===== src/rtl/prog_loader.sv =====
// Byte-stream program loader: takes a little-endian word count and words,
// writes them into CPU memory and releases the CPU from reset when done.
module prog_loader #(
    parameter logic [31:0] BASE_ADDR = 32'h0,
    parameter int          MAX_WORDS = 64
) (
    input  logic        clk,
    input  logic        reset,
    input  logic        in_valid,
    input  logic [7:0]  in_data,
    output logic        in_ready,
    output logic        Ext_MemWrite,
    output logic [31:0] Ext_DataAdr,
    output logic [31:0] Ext_WriteData,
    output logic        cpu_reset,
    output logic        busy,
    output logic        done,
    output logic        err
);

    localparam logic [31:0] MAX_N = 32'(MAX_WORDS);

    typedef enum logic [2:0] {S_HDR, S_CHK, S_DATA, S_WRITE, S_RUN, S_ERR} state_t;

    state_t      state_q, state_d;
    logic [1:0]  byte_cnt_q, byte_cnt_d;
    logic [31:0] n_q, n_d;
    logic [31:0] k_q, k_d;
    logic [31:0] word_q, word_d;
    logic [31:0] adr_q, adr_d;
    logic [31:0] wdata_q, wdata_d;
    logic [31:0] word_sh;
    logic        accept;

    assign in_ready     = (state_q == S_HDR) || (state_q == S_DATA);
    assign accept       = in_valid && in_ready;
    // Bytes arrive LSB first, so shift in from the top.
    assign word_sh      = {in_data, word_q[31:8]};
    assign Ext_MemWrite = (state_q == S_WRITE);
    assign Ext_DataAdr  = adr_q;
    assign Ext_WriteData = wdata_q;
    assign cpu_reset    = (state_q != S_RUN);
    assign done         = (state_q == S_RUN);
    assign err          = (state_q == S_ERR);
    assign busy         = (state_q == S_HDR) || (state_q == S_CHK) ||
                          (state_q == S_DATA) || (state_q == S_WRITE);

    always_comb begin
        state_d    = state_q;
        byte_cnt_d = byte_cnt_q;
        n_d        = n_q;
        k_d        = k_q;
        word_d     = word_q;
        adr_d      = adr_q;
        wdata_d    = wdata_q;
        case (state_q)
            S_HDR: if (accept) begin
                word_d     = word_sh;
                byte_cnt_d = byte_cnt_q + 2'd1;
                if (byte_cnt_q == 2'd3) begin
                    n_d     = word_sh;
                    state_d = S_CHK;
                end
            end
            S_CHK: begin
                k_d = '0;
                if (n_q == '0 || n_q > MAX_N) state_d = S_ERR;
                else                          state_d = S_DATA;
            end
            S_DATA: if (accept) begin
                word_d     = word_sh;
                byte_cnt_d = byte_cnt_q + 2'd1;
                if (byte_cnt_q == 2'd3) begin
                    // Load the write port now so it is valid throughout WRITE.
                    adr_d   = BASE_ADDR + {k_q[29:0], 2'b00};
                    wdata_d = word_sh;
                    state_d = S_WRITE;
                end
            end
            S_WRITE: begin
                k_d     = k_q + 32'd1;
                state_d = (k_q + 32'd1 < n_q) ? S_DATA : S_RUN;
            end
            S_RUN:   state_d = S_RUN;
            S_ERR:   state_d = S_ERR;
            default: state_d = S_ERR;
        endcase
    end

    always_ff @(posedge clk) begin
        if (reset) begin
            state_q    <= S_HDR;
            byte_cnt_q <= '0;
            n_q        <= '0;
            k_q        <= '0;
            word_q     <= '0;
            adr_q      <= '0;
            wdata_q    <= '0;
        end else begin
            state_q    <= state_d;
            byte_cnt_q <= byte_cnt_d;
            n_q        <= n_d;
            k_q        <= k_d;
            word_q     <= word_d;
            adr_q      <= adr_d;
            wdata_q    <= wdata_d;
        end
    end

endmodule


===== config.mk =====
export PLATFORM = sky130hd
export DESIGN_NAME = prog_loader
export DESIGN_NICKNAME = d
export VERILOG_FILES = /design/src/rtl/prog_loader.sv
export SDC_FILE = /design/constraint.sdc
export NUM_CORES = 1
export LEC_CHECK = 0
export ABC_AREA = 1
export CAP_MARGIN = 20
export CORE_MARGIN = 1.5
export CORE_UTILIZATION = 51
export CTS_CLUSTER_SIZE = 30
export DETAILED_ROUTE_END_ITERATION = 10
export GPL_TIMING_DRIVEN = 0
export HOLD_SLACK_MARGIN = 0.08
export PLACE_DENSITY = 0.76
export SYNTH_ARGS = -nofsm -noshare
export SYNTH_HDL_FRONTEND = slang
export SYNTH_SLANG_ARGS = --single-unit

===== constraint.sdc =====
create_clock -name clk -period 2.4 [get_ports clk]
set_input_delay 0.24 -clock clk [delete_from_list [all_inputs] [get_ports clk]]
set_output_delay 0.24 -clock clk [all_outputs]
set_load 0.01 [all_outputs]

# == Word level (Yosys, flattened, before mapping) ==
# Index checks and enable logic that the tools add are counted.
# totals
input_bits,11
wordCells,44
ff_bits,163
# classes
eq_ne,11
order_cmp,2
n_addsub,2
reduce_logical,14
mux,8
# op_table
cell,n
32-bit case mux with 2 select lines,1
32-bit by 1-bit adder with 32-bit output (second input constant),1
32-bit by 7-bit > comparator with 1-bit output (second input constant),1
32-bit logical NOT,1
32-bit less-than comparator,1
3-bit two-way mux,6
3-bit case mux with 5 select lines,1
3-bit by 2-bit == test with 1-bit output (second input constant),2
3-bit == test (second input constant),2
3-bit AND reduction,2
1-bit logical OR,5
2-bit by 1-bit != test with 1-bit output (second input constant),2
2-bit != test (second input constant),2
4-bit AND reduction,1
3-bit by 1-bit == test with 1-bit output (second input constant),1
3-bit logical NOT,1
3-bit != test (second input constant),1
2-bit by 1-bit adder with 2-bit output (second input constant),1
2-bit == test (second input constant),1
2-bit AND reduction,1
2-bit nonzero test,1
2-bit OR reduction,1
1-bit logical AND,1

# == Depth between registers and ports, before layout ==
# logic_depth
depth_word,5
depth_mapped,19

# == Worst setup path after synthesis ==
# OpenSTA, ideal clock, no wires.
# synth_timing
path_kind,register -> register
startpoint,reg k_q[0]
endpoint,reg state_q[2]
period_less_slack_ps,2371
arrival_time_ps,2301
t_required_ps,2330
n_path_buf,0
setup_time_ps,70
setup_slack_ps,29
path_stages_with_launch,18
path_cell_list,dfxtp_1 ha_1 nand3_2 nor2_4 nand2_1 inv_1 nand3_2 nand3b_1 and2_1 ha_1 nand2_1 o21ai_0 nand2_1 a21oi_1 nor2_1 nand2_1 nand2_1 a21oi_1
# synth_between
elab_chain_cells,4
# synth_lines
item,line_no,source
start: declaration,28,"logic [31:0] k_q, k_d;"
start signal: assignment,103,k_q <= k_d;
32-bit by 1-bit adder with 32-bit output,82,state_d = (k_q + 32'd1 < n_q) ? S_DATA : S_RUN;
32-bit less-than comparator,82,
3-bit two-way mux,82,
3-bit case mux with 5 select lines,56,case (state_q)
end signal: assignment,100,state_q <= state_d;
end: declaration,25,"state_t state_q, state_d;"
# Every way passes these cells.
# A chain may end at the register's enable or synchronous reset.

# == Worst setup path in the final report ==
# layout_timing
startpoint,reg k_q[7]
endpoint,reg state_q[2]
# The elaborated chain is that of the path after synthesis.

==> metrics.md <==
| Metric | Value |
|---|---|
| Critical-path cell list | inv_2 -> nor3_4 -> nand2_2 -> nor2_4 -> nand3_4 -> buf_4 -> o21bai_4 -> nand2_2 -> inv_2 -> ha_4 -> a21oi_1 -> nor2_1 -> nor2_1 -> nand3_1 -> nor2_1 -> nand2_1 -> nand2_1 -> a21oi_1 |
| Post-Layout Cell Count | 1,341 |
| Netlist cell types | 36 |
| Wire length after detailed routing | approximately 22 mm |
| Max H-tree Level | 4 |
| RR Endpoint | state_q[2]$_SDFFE_PP0P_ |
| Max Cap Viol | 0 |
| CTS tree | yes |
| Sequential fraction of the synthesis area | 42.3% |
| Initial DRC count | 682 |
| Starting Density | 52.5% |
| Area Growth Syn to Fin | 33.0% |
| Critical path arrival | 2.78 ns |
| Layout cells sized above 1 | 17.5% |
| Remaining global-route overflow | 0 |
| DR vias | 7,357 |
| Synthesized instance count | 1,004 |
| Clock transition at path regs | around 0.070 ns |
| Clk sinks | 155 |
| Buffer and inverter count on the worst path | 3 |
| Critical Path Fanout Max | 4 |
| DP Area | 0.00834 mm² |
| Setup WS post-layout | -0.0837 ns |
| Vias in the first global route | 6,637 |
| Total Power | around 7.3 mW |
| CP Data Required Time | 2.70 ns |
| Worst R2R Start | k_q[7]$_SDFFE_PP0P_ |
| CTS buffer count | 17 |
| Synth top area share | 42.3% |
| Startpoint types | register |
| Final hold vios | 0 |
| Antenna-violating nets left | 0 |
| Hold Path Stages | 2 |
| PwrDens | 747 mW/mm² |
| I/O Pins | between 80 and 90 |
| DP HPWL | 14.6 mm |
| Max-Slew Margin vs Limit | 48.4% |
| Area of the multi-input gates | 0.00397 mm² |
| Crit-path leading delay family | simple AND/OR/NAND/NOR gates |
| Clock buffer depth | 2 |
| Inst Count DP | between 1,000 and 1,500 |
| Dominant cell type by count on the critical path | nor2_1 |
| Critical setup path kind | register to register |
| Largest area contributor in the netlist | dfxtp_1 |
| Routed length per placed instance | 16.4 µm |
| Number of diodes | 0 |
| Cell Area, Synth | approximately 0.0073 mm² |
| Top cells by area, synth | dfxtp_1 (42%), nand2_1 (10%), a21oi_1 (9.6%) |
| Commonest cells after routing, fill and taps aside | nand2_1 (187), a21oi_1 (141), dfxtp_1 (130), nor2_1 (82), nand3_1 (79) |
| Syn avg cell area | 7.31 µm² |
| Total core area | approximately 0.014 mm² |
| Worst path max stage delay | 0.37 ns |
| First-pass GRT wire length | 33.5 mm |
| GRT Overall Usage | 29.1% |
| Antenna violations before repair | 0 |
| Area of the die | 0.0151 mm² |
| Yosys warnings | 0 |
| Unrepaired setup endpoints after global routing | true |
| PortBufs | 77 |
| Nets@finish | roughly 1,200 |
| Crit path capture type | register |
| # setup viols final | 3 |
| Fin Clk Skew | 0.0103 ns |
| # DRC | 0 |
| Clk_lat worst skew | 0.44 ns |
| Storage element area | 0.00317 mm² |
| Min-delay src | Ext_DataAdr[17]$_SDFFE_PP0P_ |
| Commonest non-fill, non-tap cell in the layout | nand2_1 |
| GP Congestion | 0.934 |
| Failing checks | setup timing |
| Worst-Margin Slew | 0.774 ns |
| Reg2reg setup slack | -0.08 ns |
| Status | finished with violations |
| Largest net degree at the start of global routing | 18 |
| DR pass1 iterations | 5 |
| Final critical-path required period | 2.48 ns |
| Clk root buf | clkbuf_16 |
| Die Ht | between 100 and 150 µm |
| # rows | 43 |
| Max VDD drop | 0.605 mV |
| Lkg Pwr | roughly 3.8 nW |
| CP max-delay cell | dfxtp_4 |
| Max Fclk | 403 MHz |
| FILL cells | 1,106 |
| Hold Crit Class | register to register |
| #FFs+latches synth | ~160 |
| Fin. max-slew vios | 0 |
| R2R depth | 18 |
| End of the worst hold path | Ext_DataAdr[17]$_SDFFE_PP0P_ |
| Fin crit share | 103% |
| Width of the die | ~120 µm |
| Post-route cell area | ~0.0098 mm² |
| Vias/cell | approximately 5.5 |
[state kept, by name (all words and copies together) (netlist names)]
| signal | cells |
|---|---|
| Ext_DataAdr | 30 |
| word_q | 24 |
| n_q | 32 |
| state_q | 3 |
| k_q | 32 |
| Ext_WriteData | 32 |
| byte_cnt_q | 2 |
[cells by family after synthesis]
logic type / count (synthesis) / synth area share (%)
other: 1 / 0.0511
buffers and inverters: 145 / 7.67
adder cells (fa/ha/maj): 33 / 5.63
AND/OR/NAND/NOR: 433 / 26.3
XOR/XNOR: 23 / 2.95
AO/OA/AOI/OAI: 214 / 15.1
flip-flops: 155 / 42.3
[Yosys cell counts]
cell type and n:
clkbuf_1 49, nand2_1 204, o21ai_0 62, nand3_1 82, nand3b_1 1, a22oi_1 1
xnor2_2 1, a21oi_2 3, buf_2 9, nand3_2 5, inv_2 3, xnor2_1 6
a21oi_1 141, nor2_1 95, nor4_1 2, xor2_2 1, o21ai_1 1, o21a_1 2
a21o_2 1, or2_2 2, nand4_1 14, nor2_8 1, buf_4 2, conb_1 1
nor3_2 5, nor2_2 5, o21bai_2 2, nor3_1 3, a211oi_1 1, nand2_2 7
xor2_1 15, dfxtp_1 155, ha_1 33, and2_1 2, inv_1 82, nor2_4 5
[area by class of cell]
class / instances / area share [%]
Inverter: 85 / 3.27
Timing Repair Buffer: 125 / 12.1
Clock buffer: 20 / 4.58
Multi-Input combinational cell: 705 / 40.6
Buffer: 59 / 2.85
Sequential cell: 155 / 32.5
Clock inverter: 12 / 1.82
Tap cell: 180 / 2.31
[routing by layer]
layer | routed length [µm] | track usage (%) | up-vias
met5 | 0 | 0 | -
met3 | 1570 | 6.23 | 66
met4 | 823 | 12.6 | 0
met2 | 10400 | 48.0 | 326
li1 | - | - | 3578
met1 | 9260 | 36.7 | 3387
[worst max path at each step]
stage | from | end | slack, ns | cells past startpoint
after CTS | k_q[9]$_SDFFE_PP0P_ | state_q[2]$_SDFFE_PP0P_ | -0.03 | 16
after global routing | k_q[17]$_SDFFE_PP0P_ | state_q[2]$_SDFFE_PP0P_ | -0.26 | 16
after detailed placement | k_q[0]$_SDFFE_PP0P_ | state_q[2]$_SDFFE_PP0P_ | -0.48 | 17
final | k_q[7]$_SDFFE_PP0P_ | state_q[2]$_SDFFE_PP0P_ | -0.08 | 18
after global placement | k_q[0]$_SDFFE_PP0P_ | state_q[2]$_SDFFE_PP0P_ | -0.43 | 17
after floorplan | k_q[0]$_SDFFE_PP0P_ | state_q[2]$_SDFFE_PP0P_ | 0.03 | 17
[stage by stage]
stage | TNS (ns) | utilization (%) | setup slack (ns) | hold WS [ns]
after floorplan | 0 | - | 0.0289 | 0.407
after global placement | -23.91 | 59.6 | -0.435 | 0.449
after detailed placement | -23.52 | 59.6 | -0.480 | 0.452
after CTS | -0.0274 | 67.1 | -0.0274 | 0.461
after global routing | -0.662 | 69.8 | -0.257 | 0.484
final | -0.196 | 69.8 | -0.0837 | 0.460
[worst reg2reg max path, stage by stage, from the launching register on]
cell and delay, ns:
dfxtp_4 0.37, inv_2 0.07, nor3_4 0.23, nand2_2 0.12, nor2_4 0.12, nand3_4 0.11, buf_4 0.17, o21bai_4 0.13
nand2_2 0.07, inv_2 0.07, ha_4 0.20, a21oi_1 0.12, nor2_1 0.05, nor2_1 0.10, nand3_1 0.10, nor2_1 0.12
nand2_1 0.07, nand2_1 0.06, a21oi_1 0.06
[timing repair]
item                                    CTS  global route
pin swaps                                20            46
hold buffers                              0             0
resized for setup                        66            59
buffers inserted                         29            19
endpoints found under the setup margin   63            63
[power breakdown]
part | internal [mW] | switching (mW) | leakage, nW
clock network | 1.70 | 1.18 | 0.303
logic | 0.455 | 0.950 | 2.21
registers | 2.79 | 0.216 | 1.27
Note: power is estimated with default switching activity, not from simulation.
